$ cat src/rtl/violet_host.sv
// violet_host: host-side UART peer of the violet virtual I/O core.
// Sends A5/lo/hi button frames and parses A5/lo/hi LED frames.
module violet_host #(
  parameter int BAUD_DIV    = 2604,
  parameter int REFRESH_DIV = 2500000
) (
  input  logic        i_clk,
  input  logic        rst,
  input  logic [15:0] buttons,
  output logic [15:0] leds,
  output logic        leds_valid,
  output logic        frame_err,
  output logic        tx_busy,
  input  logic        uart_rx,
  output logic        uart_tx
);

  localparam int BW  = $clog2(BAUD_DIV + 1);
  localparam int RW  = $clog2(REFRESH_DIV + 1);
  localparam int GAP = 50 * BAUD_DIV;
  localparam int GW  = $clog2(GAP + 1);

  localparam logic [BW-1:0] BMAX  = BW'(BAUD_DIV - 1);
  localparam logic [BW-1:0] BHALF = BW'(BAUD_DIV / 2 - 1);
  localparam logic [RW-1:0] RMAX  = RW'(REFRESH_DIV - 1);
  localparam logic [GW-1:0] GMAX  = GW'(GAP - 1);

  localparam logic [1:0] S_IDLE  = 2'd0;
  localparam logic [1:0] S_START = 2'd1;
  localparam logic [1:0] S_DATA  = 2'd2;
  localparam logic [1:0] S_STOP  = 2'd3;

  localparam logic [1:0] P_SYNC = 2'd0;
  localparam logic [1:0] P_LO   = 2'd1;
  localparam logic [1:0] P_HI   = 2'd2;

  logic [1:0]    tx_st;
  logic [BW-1:0] tx_cnt;
  logic [2:0]    tx_bit;
  logic [1:0]    tx_byte;
  logic [23:0]   tx_sh;
  logic [15:0]   last_sent;
  logic [RW-1:0] ref_cnt;
  logic          tx_go;

  logic          rx_s1;
  logic          rx_s2;
  logic          rx_prev;
  logic [1:0]    rx_st;
  logic [BW-1:0] rx_cnt;
  logic [2:0]    rx_bit;
  logic [7:0]    rx_sh;
  logic          rx_ok;
  logic          rx_bad;

  logic [1:0]    p_st;
  logic [7:0]    lo;
  logic [GW-1:0] gap_cnt;

  assign tx_go = !tx_busy &&
                 ((buttons != last_sent) || (ref_cnt == RMAX));

  // Refresh timer: cleared on every frame start, saturates otherwise
  always_ff @(posedge i_clk) begin
    if (rst)
      ref_cnt <= '0;
    else if (tx_go)
      ref_cnt <= '0;
    else if (ref_cnt != RMAX)
      ref_cnt <= ref_cnt + 1'b1;
  end

  // TX byte engine: three framed bytes back-to-back per button frame
  always_ff @(posedge i_clk) begin
    if (rst) begin
      tx_st     <= S_IDLE;
      tx_cnt    <= '0;
      tx_bit    <= '0;
      tx_byte   <= '0;
      tx_sh     <= '0;
      last_sent <= '0;
      tx_busy   <= 1'b0;
      uart_tx   <= 1'b1;
    end else begin
      case (tx_st)
        S_IDLE: begin
          if (tx_go) begin
            tx_st     <= S_START;
            tx_cnt    <= '0;
            tx_byte   <= '0;
            tx_sh     <= {buttons, 8'hA5};
            last_sent <= buttons;
            tx_busy   <= 1'b1;
            uart_tx   <= 1'b0;
          end
        end
        S_START: begin
          if (tx_cnt == BMAX) begin
            tx_cnt  <= '0;
            tx_bit  <= '0;
            tx_st   <= S_DATA;
            uart_tx <= tx_sh[0];
          end else begin
            tx_cnt <= tx_cnt + 1'b1;
          end
        end
        S_DATA: begin
          if (tx_cnt == BMAX) begin
            tx_cnt <= '0;
            tx_sh  <= {1'b0, tx_sh[23:1]};
            if (tx_bit == 3'd7) begin
              tx_st   <= S_STOP;
              uart_tx <= 1'b1;
            end else begin
              tx_bit  <= tx_bit + 1'b1;
              uart_tx <= tx_sh[1];
            end
          end else begin
            tx_cnt <= tx_cnt + 1'b1;
          end
        end
        default: begin
          if (tx_cnt == BMAX) begin
            tx_cnt <= '0;
            if (tx_byte == 2'd2) begin
              tx_st   <= S_IDLE;
              tx_busy <= 1'b0;
            end else begin
              tx_byte <= tx_byte + 1'b1;
              tx_st   <= S_START;
              uart_tx <= 1'b0;
            end
          end else begin
            tx_cnt <= tx_cnt + 1'b1;
          end
        end
      endcase
    end
  end

  // Two-flop synchroniser plus edge history for the serial input
  always_ff @(posedge i_clk) begin
    if (rst) begin
      rx_s1   <= 1'b1;
      rx_s2   <= 1'b1;
      rx_prev <= 1'b1;
    end else begin
      rx_s1   <= uart_rx;
      rx_s2   <= rx_s1;
      rx_prev <= rx_s2;
    end
  end

  // RX byte engine: mid-bit sampling, idle again right after stop sample
  always_ff @(posedge i_clk) begin
    if (rst) begin
      rx_st  <= S_IDLE;
      rx_cnt <= '0;
      rx_bit <= '0;
      rx_sh  <= '0;
      rx_ok  <= 1'b0;
      rx_bad <= 1'b0;
    end else begin
      rx_ok  <= 1'b0;
      rx_bad <= 1'b0;
      case (rx_st)
        S_IDLE: begin
          if (rx_prev && !rx_s2) begin
            rx_st  <= S_START;
            rx_cnt <= '0;
          end
        end
        S_START: begin
          if (rx_cnt == BHALF) begin
            rx_cnt <= '0;
            rx_bit <= '0;
            rx_st  <= rx_s2 ? S_IDLE : S_DATA;
          end else begin
            rx_cnt <= rx_cnt + 1'b1;
          end
        end
        S_DATA: begin
          if (rx_cnt == BMAX) begin
            rx_cnt <= '0;
            rx_sh  <= {rx_s2, rx_sh[7:1]};
            if (rx_bit == 3'd7)
              rx_st <= S_STOP;
            else
              rx_bit <= rx_bit + 1'b1;
          end else begin
            rx_cnt <= rx_cnt + 1'b1;
          end
        end
        default: begin
          if (rx_cnt == BMAX) begin
            rx_cnt <= '0;
            rx_st  <= S_IDLE;
            rx_ok  <= rx_s2;
            rx_bad <= !rx_s2;
          end else begin
            rx_cnt <= rx_cnt + 1'b1;
          end
        end
      endcase
    end
  end

  // Frame parser with inter-byte timeout inside a frame
  always_ff @(posedge i_clk) begin
    if (rst) begin
      p_st       <= P_SYNC;
      lo         <= '0;
      gap_cnt    <= '0;
      leds       <= '0;
      leds_valid <= 1'b0;
      frame_err  <= 1'b0;
    end else begin
      leds_valid <= 1'b0;
      frame_err  <= 1'b0;
      if (rx_bad) begin
        p_st      <= P_SYNC;
        gap_cnt   <= '0;
        frame_err <= 1'b1;
      end else if (rx_ok) begin
        gap_cnt <= '0;
        case (p_st)
          P_SYNC: if (rx_sh == 8'hA5) p_st <= P_LO;
          P_LO: begin
            lo   <= rx_sh;
            p_st <= P_HI;
          end
          default: begin
            leds       <= {rx_sh, lo};
            leds_valid <= 1'b1;
            p_st       <= P_SYNC;
          end
        endcase
      end else if (p_st != P_SYNC) begin
        if (gap_cnt == GMAX) begin
          p_st      <= P_SYNC;
          gap_cnt   <= '0;
          frame_err <= 1'b1;
        end else begin
          gap_cnt <= gap_cnt + 1'b1;
        end
      end
    end
  end

endmodule

$ cat config.mk
export PLATFORM = sky130hd
export DESIGN_NAME = violet_host
export DESIGN_NICKNAME = d
export VERILOG_FILES = /design/src/rtl/violet_host.sv
export SDC_FILE = /design/constraint.sdc
export NUM_CORES = 1
export LEC_CHECK = 0
export ABC_CLOCK_PERIOD_IN_PS = 3000
export CORE_MARGIN = 2
export CORE_UTILIZATION = 50
export CTS_BUF_LIST = sky130_fd_sc_hd__clkbuf_8
export DETAILED_ROUTE_END_ITERATION = 8
export HOLD_SLACK_MARGIN = 0.03
export PLACE_DENSITY = 0.69
export SYNTH_ARGS = -nofsm -noshare
export SYNTH_HDL_FRONTEND = slang
export SYNTH_SLANG_ARGS = --single-unit
export TNS_END_PERCENT = 50
$ cat constraint.sdc
create_clock -name i_clk -period 3 [get_ports i_clk]
set_clock_uncertainty 0.05 [all_clocks]
set_input_delay 0.3 -clock i_clk [delete_from_list [all_inputs] [get_ports i_clk]]
set_output_delay 0.3 -clock i_clk [all_outputs]
set_load 0.005 [all_outputs]
# Word-level counts from Yosys, hierarchy flattened
# Cells that the tools add are included.
# totals
regBits	158
inputBits	19
output_inout_bits	20
# classes
add_sub_neg	7
eq_ne	29
n_mux	58
bitwise	5
reduce_logical	37
# ops
op	count
two-way mux 12 bit	6
two-way mux 24 bit	2
one-hot mux 24 bit (2 select lines)	1
two-way mux 2 bit	18
adder 12 x 1 -> 12 bit (second input constant)	2
equality test 12 bit (second input constant)	2
one-hot mux 12 bit (2 select lines)	1
adder 22 x 1 -> 22 bit (second input constant)	1
equality test 22 bit (second input constant)	1
!= test 22 bit (second input constant)	1
!= test 2 bit (second input constant)	10
two-way mux 3 bit	6
adder 17 x 1 -> 17 bit (second input constant)	1
equality test 17 bit (second input constant)	1
two-way mux 17 bit	1
!= test 16 bit	1
AND reduction 4 bit	4
nonzero test 2 bit	8
two-way mux 1 bit	15
AND reduction 5 bit	3
equality test 12 x 11 -> 1 bit (second input constant)	1
one-hot mux 2 bit (3 select lines)	2
one-hot mux 3 bit (2 select lines)	2
AND reduction 3 bit	4
other kinds (22)	42

# Logic depth before layout (Yosys ltp)
# depth
word_depth	5
ltp_mapped	9
mapped_depth_nobuf	8

# Worst setup path after synthesis
# Ideal clock, no wire load.
# synth_timing
path_type	flip-flop to flip-flop
from	register tx_cnt[0]
to	register tx_sh[13]
arrival_ns	2.243
setup_slack_ns	0.573
path_stages_with_launch	8
n_path_buf	1
synth_period_minus_slack_ns	2.427
path_cell_list	dfxtp_1 -> ha_1 -> or4bb_1 -> or4_1 -> and2_1 -> nor2_4 -> buf_6 -> a211oi_1
# synth_between
elab_chain_cells	3
# synth_lines
item	line_no	source
start: declaration	38	logic [BW-1:0] tx_cnt;
start signal: assignment	104	tx_cnt <= tx_cnt + 1'b1;
start signal: assignment	119	tx_cnt <= tx_cnt + 1'b1;
start signal: assignment	134	tx_cnt <= tx_cnt + 1'b1;
equality test 12 bit	108	if (tx_cnt == BMAX) begin
!= test 2 bit (no source line)	-	
AND reduction 3 bit (no source line)	-	
end signal: assignment	91	tx_sh <= {buttons, 8'hA5};
end signal: assignment	110	tx_sh <= {1'b0, tx_sh[23:1]};
end: declaration	41	logic [23:0] tx_sh;
# Every way passes these cells.
# A chain may end at the register's enable or synchronous reset.

# Worst setup path in the final report
# layout_timing
from	register tx_cnt[1]
to	register tx_sh[7]
# The elaborated chain is that of the path after synthesis.

==> reports/results.ini <==
[grt]
global_route_wire_length_before_repair_um=24650
antenna_found_initial=0
grt_overflow=0
grt_start_max_net_pins=63
gr-usage-all-layers_pct=20.15
first_global_vias=5361

[routing]
drt_via_density=5.527
dr_total_vias=5676
drt-wirelength-per-cell_um=14.08
total_wirelength_of_the_detailed_routed_design_um=14460
drtAntennaViolNets=0
drt_pass1_iterations=5
drcViolationCount=0
drtIter0Drc=290

[clocking]
tritoncts_clock_tree=yes
worstSkewPairLatency_ns=0.45
root_buffer=sky130_fd_sc_hd__clkbuf_8
holdBufCountCts=0
numClockSinks=158
ctsLongestPathBuffers=2
postCtsSetupBuffers=0
cts_repair_resized_insts=0
cts_buffers=17
cts_htree_levels=4
clkTransAtPathRegs_ns=0.08

[critical_path]
reg2reg_depth=6
crit_path_max_incr_delay_ns=0.56
worst_r2r_startpoint=tx_cnt[1]$_SDFFE_PP0P_
crit_path_cell_trace=ha_1 -> or4bb_1 -> or4_1 -> and2_1 -> nor2_4 -> o221a_2
library_cell_contributing_the_largest_single_delay_on_the_critical_path=sky130_fd_sc_hd__or4bb_1
setup.worst_path.start=tx_cnt[1]$_SDFFE_PP0P_
critical_path_arrival_ns=3.09
critical_path.reg2reg.endpoint=tx_sh[7]$_SDFFE_PP0P_
required_ns=3.35
end_kind=flop
worst_setup_path_start_kind=flop
worst-setup-path-type=reg2reg
worst-path-max-fanout=19
rrSetupSlack_ns=0.26

[min_path]
worst_min_delay_path_class=in2reg
hold_start=rst
whs_path_depth=2
whs_endpoint=rx_cnt[0]$_SDFFE_PP0P_

[yosys]
synth_nets=839
syn_inst=802
synth-warning-count=0
synth_area_mm2=0.007112
yosysUniqueCellTypes=61
synth_enable_flop_cells=0
synth_ff_type=sky130_fd_sc_hd__dfxtp_1
synth_area_per_cell_um2=8.868
ys_ff_latch=158
ys_seq_area_share_pct=44.48
synthArstFlopShare_pct=0

[outcome]
status=finished clean

[sta]
grt_setup_unrepaired=no
slew_headroom_pct=53.60
report.final.setup_viol=0
final_number_of_max_transition_violations=0
timing.fmax_ghz=0.3646
finalWorstSetupSlack_ns=0.2570
layout_min_cycle_time_ns=2.743
layout_worst_path_cycle_share_pct=91.43
worst-slew-pin-transition_ns=0.6887
final_setup_tns_ns=0
finalHoldViolations=0

[placement]
numPortBuffers=38
finalWeightedCongestion=0.8130
dpl.hpwl_um=10010
dpl_worst_slack_ns=0.2974

[die]
initial_core_util_pct=51.23
die-area_mm2=0.01519
ioPinCount=39
core_area_mm2=0.01388
die_y_um=123.3
die_x_um=123.3
number_of_rows_created_at_floorplan=43

[power_and_ir_drop]
power.ir.vdd_worst_mv=0.4692
totalPowerFinal_uw=5845
pwr_per_cell_area_mw_per_mm2=722.1
static-leakage-power_uw=0.002845

[finish]
multi_input_area_mm2=0.003690
insertedDiodeCount=0
seq_area_mm2=0.003163
nets=871
area.growth.synth_to_final_pct=13.83
fillerInstances=1258
post_route_cells_drive_above_1_share_pct=6.730

[job]
maxCapViolCount=0

[synthesized netlist by cell type (all sizes together), types with 4 or more instances]
cell / number / area share, %
nor4bb: 4 / 0.56
ha: 18 / 3.2
nor2b: 4 / 0.35
or2: 4 / 0.35
or3: 6 / 0.53
buf: 14 / 1.2
a21oi: 60 / 4.2
a32o: 4 / 0.56
xor2: 30 / 3.7
nand4: 25 / 2.3
nand3: 24 / 1.7
mux2i: 51 / 7.2
a31oi: 4 / 0.35
a41oi: 4 / 0.49
nand2: 73 / 3.9
dfxtp: 158 / 44
nor2: 114 / 6.1
and2: 5 / 0.44
o31ai: 4 / 0.42
a311oi: 5 / 0.62
clkbuf: 25 / 1.3
and3: 10 / 0.88
o221a: 4 / 0.63
a211oi: 18 / 1.9
inv: 24 / 1.3
xnor2: 29 / 3.6
o21ai: 20 / 1.4
nor4b: 4 / 0.49
nor4: 5 / 0.44
nor3b: 4 / 0.42
nor3: 16 / 1.2
[critical path: cells and delay by family, from the launching register on]
family / cells / cell delay, ns
compound gates: 1 / 0.26
simple gates: 4 / 1.75
flops: 1 / 0.40
fa+ha+maj: 1 / 0.23
[area by class of cell]
| cell class | instances | share of cell area [%] |
|---|---|---|
| inverters | 24 | 1.113 |
| repair buffers | 52 | 6.121 |
| well taps | 180 | 2.782 |
| flip-flops and latches | 158 | 39.07 |
| clock buffers | 23 | 3.910 |
| clock inverters | 9 | 1.422 |
| multi-input cells | 581 | 45.58 |
[state kept, by name, summed over array words and instances, names as in the netlist, 2 cells and up]
register and count:
gap_cnt 17, tx_st 2, leds 16, lo 8
tx_cnt 12, rx_st 2, rx_sh 8, p_st 2
last_sent 16, tx_sh 24, tx_bit 3, tx_byte 2
rx_cnt 12, ref_cnt 22, rx_bit 3
[how the worst max path moves through the flow]
stage | endpoint | slack, ns | depth (start not counted)
2_1_floorplan | tx_sh[13]$_SDFFE_PP0P_ | 0.57 | 7
3_3_place_gp | tx_sh[0]$_SDFFE_PP0P_ | 0.36 | 6
3_5_place_dp | tx_sh[5]$_SDFFE_PP0P_ | 0.30 | 6
4_1_cts | tx_sh[7]$_SDFFE_PP0P_ | 0.27 | 6
5_1_grt | tx_sh[20]$_SDFFE_PP0P_ | 0.07 | 6
6_report | tx_sh[7]$_SDFFE_PP0P_ | 0.26 | 6
[layer usage]
metal / wire length, um / vias to the layer above / track usage [%]
li1: - / 2884 / -
met1: 6952 / 2701 / 25.68
met2: 6923 / 81 / 33.04
met3: 441 / 10 / 5.166
met4: 142 / 0 / 7.173
met5: 0 / - / 0
[metrics by stage]
stage                     utilization [%]  std cells  instance area [um^2]  hold WS, ns
after floorplan                         -        802                  7112       0.3395
after global placement              55.21        995                  7664       0.3529
after detailed placement            55.21        995                  7664       0.3485
after CTS                           58.32       1027                  8095       0.2658
after global routing                58.32       1027                  8095       0.2955
final                               58.32       1027                  8095       0.2987
[cell usage in the layout, fill, tap and decap left out, types with 4 or more instances in the layout]
cell                              instances
sky130_fd_sc_hd__a211oi_1                18
sky130_fd_sc_hd__a21oi_1                 60
sky130_fd_sc_hd__a311oi_1                 5
sky130_fd_sc_hd__a31oi_1                  4
sky130_fd_sc_hd__a32o_1                   4
sky130_fd_sc_hd__and2_1                   5
sky130_fd_sc_hd__and3_1                  10
sky130_fd_sc_hd__buf_4                   14
sky130_fd_sc_hd__clkbuf_8                23
sky130_fd_sc_hd__clkdlybuf4s50_1         37
sky130_fd_sc_hd__dfxtp_1                158
sky130_fd_sc_hd__ha_1                    18
sky130_fd_sc_hd__inv_1                   28
sky130_fd_sc_hd__mux2i_1                 51
sky130_fd_sc_hd__nand2_1                 72
sky130_fd_sc_hd__nand3_1                 24
sky130_fd_sc_hd__nand4_1                 24
sky130_fd_sc_hd__nor2_1                 113
sky130_fd_sc_hd__nor2b_1                  4
sky130_fd_sc_hd__nor3_1                  15
sky130_fd_sc_hd__nor3b_1                  4
sky130_fd_sc_hd__nor4_1                   5
sky130_fd_sc_hd__nor4b_1                  4
sky130_fd_sc_hd__nor4bb_1                 4
sky130_fd_sc_hd__o21ai_0                 19
sky130_fd_sc_hd__o221a_2                  4
sky130_fd_sc_hd__o31ai_1                  4
sky130_fd_sc_hd__or3_1                    6
sky130_fd_sc_hd__xnor2_1                 29
sky130_fd_sc_hd__xor2_1                  30
[cell families (layout without fill, tap and decap cells)]
kind of cell,Yosys count,after routing,share of synthesized area (%)
AND/OR/NAND/NOR,311,311,21.22
flip-flops,158,158,44.48
multiplexers,52,52,7.336
buffers and inverters,63,108,3.747
XOR/XNOR,59,59,7.266
AO/OA/AOI/OAI,141,141,12.79
adder cells (fa/ha/maj),18,18,3.167
[power by group]
group / leakage [uW] / total (uW) / switching (uW) / internal, uW
combinational: 0.00132 / 1680 / 1000 / 677
clock: 0.000237 / 1670 / 728 / 943
sequential: 0.00128 / 2490 / 162 / 2330
total: 0.00284 / 5850 / 1890 / 3950
(Power assumes the default switching activity.)
